File: src/rtl/alu_pkg.sv
// Shared definitions for the ALU and its issuer: opcode encoding and issuer FSM states.
package alu_pkg;

  typedef enum logic [2:0] {
    OP_ADD = 3'b000,
    OP_SUB = 3'b001,
    OP_AND = 3'b010,
    OP_OR  = 3'b011,
    OP_XOR = 3'b100,
    OP_SHL = 3'b101,
    OP_SHR = 3'b110,
    OP_NOP = 3'b111
  } opcode_e;

  typedef enum logic [1:0] {
    StIdle  = 2'b00,
    StIssue = 2'b01,
    StResp  = 2'b10
  } issuer_state_e;

endpackage

File: src/rtl/alu_op_issuer.sv
// Sequences one command at a time into the combinational ALU and returns the registered
// result with a sequence tag.
module alu_op_issuer
  import alu_pkg::*;
#(
  parameter int unsigned DATA_WIDTH = 8,
  parameter int unsigned TAG_WIDTH  = 4
) (
  input  logic                  clk,
  input  logic                  rst,
  input  logic                  cmd_valid,
  output logic                  cmd_ready,
  input  logic [2:0]            cmd_opcode,
  input  logic [DATA_WIDTH-1:0] cmd_a,
  input  logic [DATA_WIDTH-1:0] cmd_b,
  input  logic                  cmd_chain,
  output logic [DATA_WIDTH-1:0] alu_operand_a,
  output logic [DATA_WIDTH-1:0] alu_operand_b,
  output logic [2:0]            alu_opcode,
  input  logic [DATA_WIDTH-1:0] alu_result,
  input  logic                  alu_zero,
  input  logic                  alu_carry,
  output logic                  rsp_valid,
  input  logic                  rsp_ready,
  output logic [DATA_WIDTH-1:0] rsp_result,
  output logic                  rsp_zero,
  output logic                  rsp_carry,
  output logic                  rsp_err,
  output logic [TAG_WIDTH-1:0]  rsp_tag,
  output logic [15:0]           ops_done
);

  issuer_state_e         state_q, state_d;
  logic [DATA_WIDTH-1:0] op_a_q, op_a_d;
  logic [DATA_WIDTH-1:0] op_b_q, op_b_d;
  opcode_e               opcode_q, opcode_d;
  logic [DATA_WIDTH-1:0] last_result_q, last_result_d;
  logic [TAG_WIDTH-1:0]  tag_cnt_q, tag_cnt_d;
  logic [TAG_WIDTH-1:0]  issue_tag_q, issue_tag_d;
  logic [DATA_WIDTH-1:0] rsp_result_q, rsp_result_d;
  logic                  rsp_zero_q, rsp_zero_d;
  logic                  rsp_carry_q, rsp_carry_d;
  logic                  rsp_err_q, rsp_err_d;
  logic [TAG_WIDTH-1:0]  rsp_tag_q, rsp_tag_d;
  logic [15:0]           ops_done_q, ops_done_d;

  always_comb begin
    state_d       = state_q;
    op_a_d        = op_a_q;
    op_b_d        = op_b_q;
    opcode_d      = opcode_q;
    last_result_d = last_result_q;
    tag_cnt_d     = tag_cnt_q;
    issue_tag_d   = issue_tag_q;
    rsp_result_d  = rsp_result_q;
    rsp_zero_d    = rsp_zero_q;
    rsp_carry_d   = rsp_carry_q;
    rsp_err_d     = rsp_err_q;
    rsp_tag_d     = rsp_tag_q;
    ops_done_d    = ops_done_q;

    case (state_q)
      StIdle: begin
        if (cmd_valid) begin
          op_a_d      = cmd_chain ? last_result_q : cmd_a;
          op_b_d      = cmd_b;
          opcode_d    = opcode_e'(cmd_opcode);
          issue_tag_d = tag_cnt_q;
          tag_cnt_d   = tag_cnt_q + 1'b1;
          state_d     = StIssue;
        end
      end
      StIssue: begin
        rsp_result_d  = alu_result;
        rsp_zero_d    = alu_zero;
        // ALU carry is the raw adder carry; only meaningful for ADD.
        rsp_carry_d   = alu_carry & (opcode_q == OP_ADD);
        rsp_err_d     = (opcode_q == OP_NOP);
        rsp_tag_d     = issue_tag_q;
        last_result_d = alu_result;
        state_d       = StResp;
      end
      StResp: begin
        if (rsp_ready) begin
          state_d = StIdle;
          if (ops_done_q != 16'hFFFF) begin
            ops_done_d = ops_done_q + 16'd1;
          end
        end
      end
      default: state_d = StIdle;
    endcase
  end

  always_ff @(posedge clk) begin
    if (rst) begin
      state_q       <= StIdle;
      op_a_q        <= '0;
      op_b_q        <= '0;
      opcode_q      <= OP_ADD;
      last_result_q <= '0;
      tag_cnt_q     <= '0;
      issue_tag_q   <= '0;
      rsp_result_q  <= '0;
      rsp_zero_q    <= 1'b0;
      rsp_carry_q   <= 1'b0;
      rsp_err_q     <= 1'b0;
      rsp_tag_q     <= '0;
      ops_done_q    <= '0;
    end else begin
      state_q       <= state_d;
      op_a_q        <= op_a_d;
      op_b_q        <= op_b_d;
      opcode_q      <= opcode_d;
      last_result_q <= last_result_d;
      tag_cnt_q     <= tag_cnt_d;
      issue_tag_q   <= issue_tag_d;
      rsp_result_q  <= rsp_result_d;
      rsp_zero_q    <= rsp_zero_d;
      rsp_carry_q   <= rsp_carry_d;
      rsp_err_q     <= rsp_err_d;
      rsp_tag_q     <= rsp_tag_d;
      ops_done_q    <= ops_done_d;
    end
  end

  assign cmd_ready     = (state_q == StIdle);
  assign rsp_valid     = (state_q == StResp);
  assign alu_operand_a = op_a_q;
  assign alu_operand_b = op_b_q;
  assign alu_opcode    = opcode_q;
  assign rsp_result    = rsp_result_q;
  assign rsp_zero      = rsp_zero_q;
  assign rsp_carry     = rsp_carry_q;
  assign rsp_err       = rsp_err_q;
  assign rsp_tag       = rsp_tag_q;
  assign ops_done      = ops_done_q;

endmodule
File: config.mk
export PLATFORM = sky130hd
export DESIGN_NAME = alu_op_issuer
export DESIGN_NICKNAME = d
export VERILOG_FILES = /design/src/rtl/alu_pkg.sv /design/src/rtl/alu_op_issuer.sv
export SDC_FILE = /design/constraint.sdc
export NUM_CORES = 1
export LEC_CHECK = 0
export CAP_MARGIN = 10
export CORE_ASPECT_RATIO = 1.25
export CORE_MARGIN = 2
export CORE_UTILIZATION = 48
export CTS_CLUSTER_DIAMETER = 120
export CTS_CLUSTER_SIZE = 10
export DETAILED_ROUTE_END_ITERATION = 7
export PLACE_DENSITY = 0.94
export SLEW_MARGIN = 30
export SYNTH_ARGS = -nofsm -noshare
export SYNTH_HDL_FRONTEND = slang
export SYNTH_SLANG_ARGS = --single-unit
File: constraint.sdc
create_clock -name clk -period 5.6 [get_ports clk]
set_input_delay 1.4 -clock clk [delete_from_list [all_inputs] [get_ports clk]]
set_output_delay 1.4 -clock clk [all_outputs]
set_load 0.005 [all_outputs]
; ---- Word level (Yosys, flattened, before mapping)
; Cells that the tools add are included.
[word_totals]
regBits = 60
inputBits = 34
elab_cells = 30
[classes]
n_addsub = 2
n_eq_ne = 6
n_mux = 4
n_bitwise = 1
n_reduce_logical = 5
[ops]
columns = cell, count
row1 = $add A16 B1 Y16 const B, 1
row2 = $ne A16 B16 Y1 const B, 1
row3 = $mux W8, 1
row4 = $pmux W2 S3, 1
row5 = $add A4 B1 Y4 const B, 1
row6 = $mux W2, 2
row7 = $reduce_and A2 Y1, 2
row8 = $eq A3 B3 Y1 const B, 1
row9 = $logic_not A3 Y1, 1
row10 = $reduce_and A3 Y1, 1
row11 = $eq A2 B1 Y1 const B, 1
row12 = $eq A2 B2 Y1 const B, 1
row13 = $logic_not A2 Y1, 1
row14 = $ne A2 B1 Y1 const B, 1
row15 = $ne A2 B2 Y1 const B, 1
row16 = $and A1 B1 Y1, 1

; ---- Longest topological paths before layout
[depth]
word_depth = 3
depth_mapped = 6
ltp_nobuf = 5

; ---- Worst setup path before layout
; OpenSTA, ideal clock, no wires.
[synth_timing]
path_kind = input to register
from = input rsp_ready
to = register ops_done_q[15] (netlist: ops_done[15])
arrival_ns = 2.745
slack_ns = 2.785
path_stages = 5
path_cell_list = nand3b_4 -> or4_1 -> buf_2 -> or4_1 -> a21oi_1
[synth_between]
elab_chain_len = 1
[synth_lines]
columns = element, line
row1 = "start, declared", alu_op_issuer.sv:24  ; input logic rsp_ready,
row2 = $reduce_and A3 Y1 (no source line), -
row3 = "end signal, assigned", alu_op_issuer.sv:123  ; ops_done_q <= ops_done_d;
row4 = "end, declared", alu_op_issuer.sv:45  ; logic [15:0] ops_done_q, ops_done_d;
; Every way passes these cells.
; A chain may end at the register's enable or synchronous reset.

; ---- Worst setup path after layout
; Ends and elaborated chain as after synthesis.

==> metrics.txt <==
asr flop ratio synth 0; Synth top area share 0.478; total via count in the routed design 2424; number of antenna violations at the first check in global routing 0; number of cells after detailed placement about 430; num rows 29; largest cells by area after synthesis dfxtp_1 48%, nand2_1 9.9%, a21oi_1 7.8%; post-route fraction of the period consumed by the critical path 0.565; Place WS 2.06 ns; sort of element at the start of the critical path input pin; transition time at the pin with the least slew margin 0.669 ns; worst-case clock buffer depth 2; Post-Synthesis Cells 299; Clock Root Buffer clkbuf_8; most frequent standard cell in the layout excluding fill and tap cells clkdlybuf4s50_1; Rel. slew slack 0.554; worst setup margin 2.43 ns; GRT Residual Overflow 0; maximum number of pins on one net before global-route repair 68; number of cells in the finished layout apart from fillers 447; category of the critical setup timing path input pin to flip-flop; Worst Min Path Start rsp_tag[0]; overall die area 5840 um^2; number of gates resized after CTS 0; share of cells above drive strength 1 0.0753; total of flip-flops plus latches after synthesis 60; # clock sinks 60; CTS H-tree lvls 3; number of max-slew violations in the final report 0; type of destination of the critical path flip-flop; cell area after layout 3590 um^2; number of placed I/O pins 86; worst hold slack after final layout between 0.4 and 0.5 ns; data arrival time of the critical path 3.43 ns; routed length per placed instance 14.0 um; dpl cell area 3400 um^2; Primary FF master, synth dfxtp_1; Vias per Instance 5.42; leakage power figure around 1.3 nW; Ant. Diodes 0; Yosys warning total 0; number of synthesized flops with an enable pin 0; power density normalized to cell area 258 nW/um^2; initial cell density of the core 0.495; Avg Synthesized Cell Area 8.41 um^2; total of hold buffers inserted after clock tree synthesis 0; hold violation total from the final report 0; detailed-router iteration count before antenna repair 4; most frequent cells in the layout 84 x clkdlybuf4s50_1, 66 x nand2_1, 60 x dfxtp_1, 39 x a21oi_1, 24 x nor2_1; count of final setup violators 0; HPWL after detailed placement 4300 um; First DRT Iteration DRCs 150; worst reg2reg path startpoint state_q[1]; unrepaired setup endpoints after global routing false; data required time of the worst path 5.86 ns; setup skew after layout 0.00889 ns; number of buffers created by CTS 9; via count of the first global-routing pass 2247; Die Width 68.7 um; maximum fanout along the worst path 10; number of nets in the finished design 416; status completed; number of max-cap violations 0; post-route minimum period 3.17 ns; count of unique library cells instantiated by Yosys 35; number of DRC violations after detailed routing 0; synthesis-to-finish area growth 42.8%; clock tree from TritonCTS built; GP Congestion about 0.82; register-to-register setup slack between 3 and 4 ns; upper clock frequency limit 316 MHz; end of the worst register-to-register path ops_done[15]; worst hold-check path type flip-flop to flip-flop; global-route wire length before repair between 9000 and 10000 um; number of antenna-violating nets in the routed design 0; overall global routing resource usage 0.221; core region area 5080 um^2; total detailed-routing wirelength 6240 um; syn_nets 335; sum of negative setup slack 0 ns; final core utilization 0.707; die height 84.9 um; Cells on Worst Hold Path 2; r2r worst-path depth 4; proportion of synthesized chip area in sequential cells 0.478; clock input transition at the sequential cells of the worst setup and hold paths 0.07 ns; hold-critical path endpoint rsp_tag[0]; clock latency reported for the late side of the worst-skew pair 0.34 ns; library cell occupying the most area in the post-synthesis netlist dfxtp_1; netlist area before placement 2510 um^2; peak supply drop 0.205 mV; Final Power 0.928 mW; Port Buffer Count 85; number of setup buffers added after CTS 0
[sequential cells by signal, summed over array words and instances (netlist names)]
signal         flops
ops_done          16
issue_tag_q        4
rsp_result         8
rsp_zero           1
alu_operand_a      8
tag_cnt_q          4
rsp_err            1
alu_opcode         3
state_q            2
alu_operand_b      8
rsp_carry          1
rsp_tag            4
[cells in the mapped netlist, types with 2 or more instances]
| cell type | number |
|---|---|
| a211oi_1 | 12 |
| a21oi_1 | 39 |
| and4_1 | 4 |
| clkbuf_1 | 15 |
| dfxtp_1 | 60 |
| ha_1 | 2 |
| inv_1 | 3 |
| mux2_2 | 6 |
| mux2i_1 | 10 |
| nand2_1 | 66 |
| nand2b_1 | 4 |
| nand3_1 | 8 |
| nand4_1 | 7 |
| nor2_1 | 24 |
| nor2b_1 | 7 |
| nor3_1 | 2 |
| nor4_1 | 3 |
| o21ai_0 | 2 |
| o31ai_1 | 4 |
| or3_1 | 2 |
| or4_1 | 4 |
| xor2_1 | 2 |
[routing by layer]
layer  share of wire  vias to the layer above  global-route usage
met5               0                        -                   0
met3           0.049                       19              0.0358
met4           0.027                        0               0.150
met1            0.42                     1130               0.258
li1                -                     1207                   -
met2            0.50                       68               0.358
[layout make-up]
cell class	instances	area, um^2
clock buffers	12	165
flip-flops and latches	60	1200
repair buffers	87	863
multi-input cells	219	1250
clock inverters	4	22.5
inverters	3	11.3
well taps	62	77.6
fillers	407	1490
[worst max-delay path by stage]
stage / from / to / slack (ns) / depth (start not counted)
global placement: cmd_valid / tag_cnt_q[3] / 2.10 / 6
global route: rsp_ready / ops_done[9] / 2.36 / 5
floorplan: rsp_ready / ops_done[15] / 2.78 / 5
finish: rsp_ready / ops_done[15] / 2.43 / 5
CTS: cmd_valid / tag_cnt_q[3] / 2.39 / 6
detailed placement: cmd_valid / tag_cnt_q[3] / 2.06 / 6
[worst max-delay path, stage by stage]
cell and delay [ns]:
clkdlybuf4s50_1 0.53, nand3b_4 0.12, or4_1 0.67, or4_1 0.55, a21oi_1 0.15
[kinds of logic (layout without fill, tap and decap cells)]
kind of cell / count (synthesis) / in the layout / synth area share
AOI/OAI and AO/OA: 62 / 62 / 0.147
adders and majority gates: 2 / 2 / 0.00995
DFF: 60 / 60 / 0.478
buffers and inverters: 20 / 106 / 0.0303
and+or+nand+nor: 136 / 136 / 0.258
muxes: 16 / 16 / 0.0667
xor gates and xnor gates: 3 / 3 / 0.0104
[power by group]
| part | leakage, nW | total, mW | switching [mW] | internal (mW) |
|---|---|---|---|---|
| clock | 0.0982 | 0.359 | 0.165 | 0.194 |
| combinational | 0.691 | 0.111 | 0.0472 | 0.0634 |
| sequential | 0.488 | 0.458 | 0.0133 | 0.444 |
| total | 1.28 | 0.928 | 0.226 | 0.702 |
No activity file was read; power rests on OpenSTA's default activity.
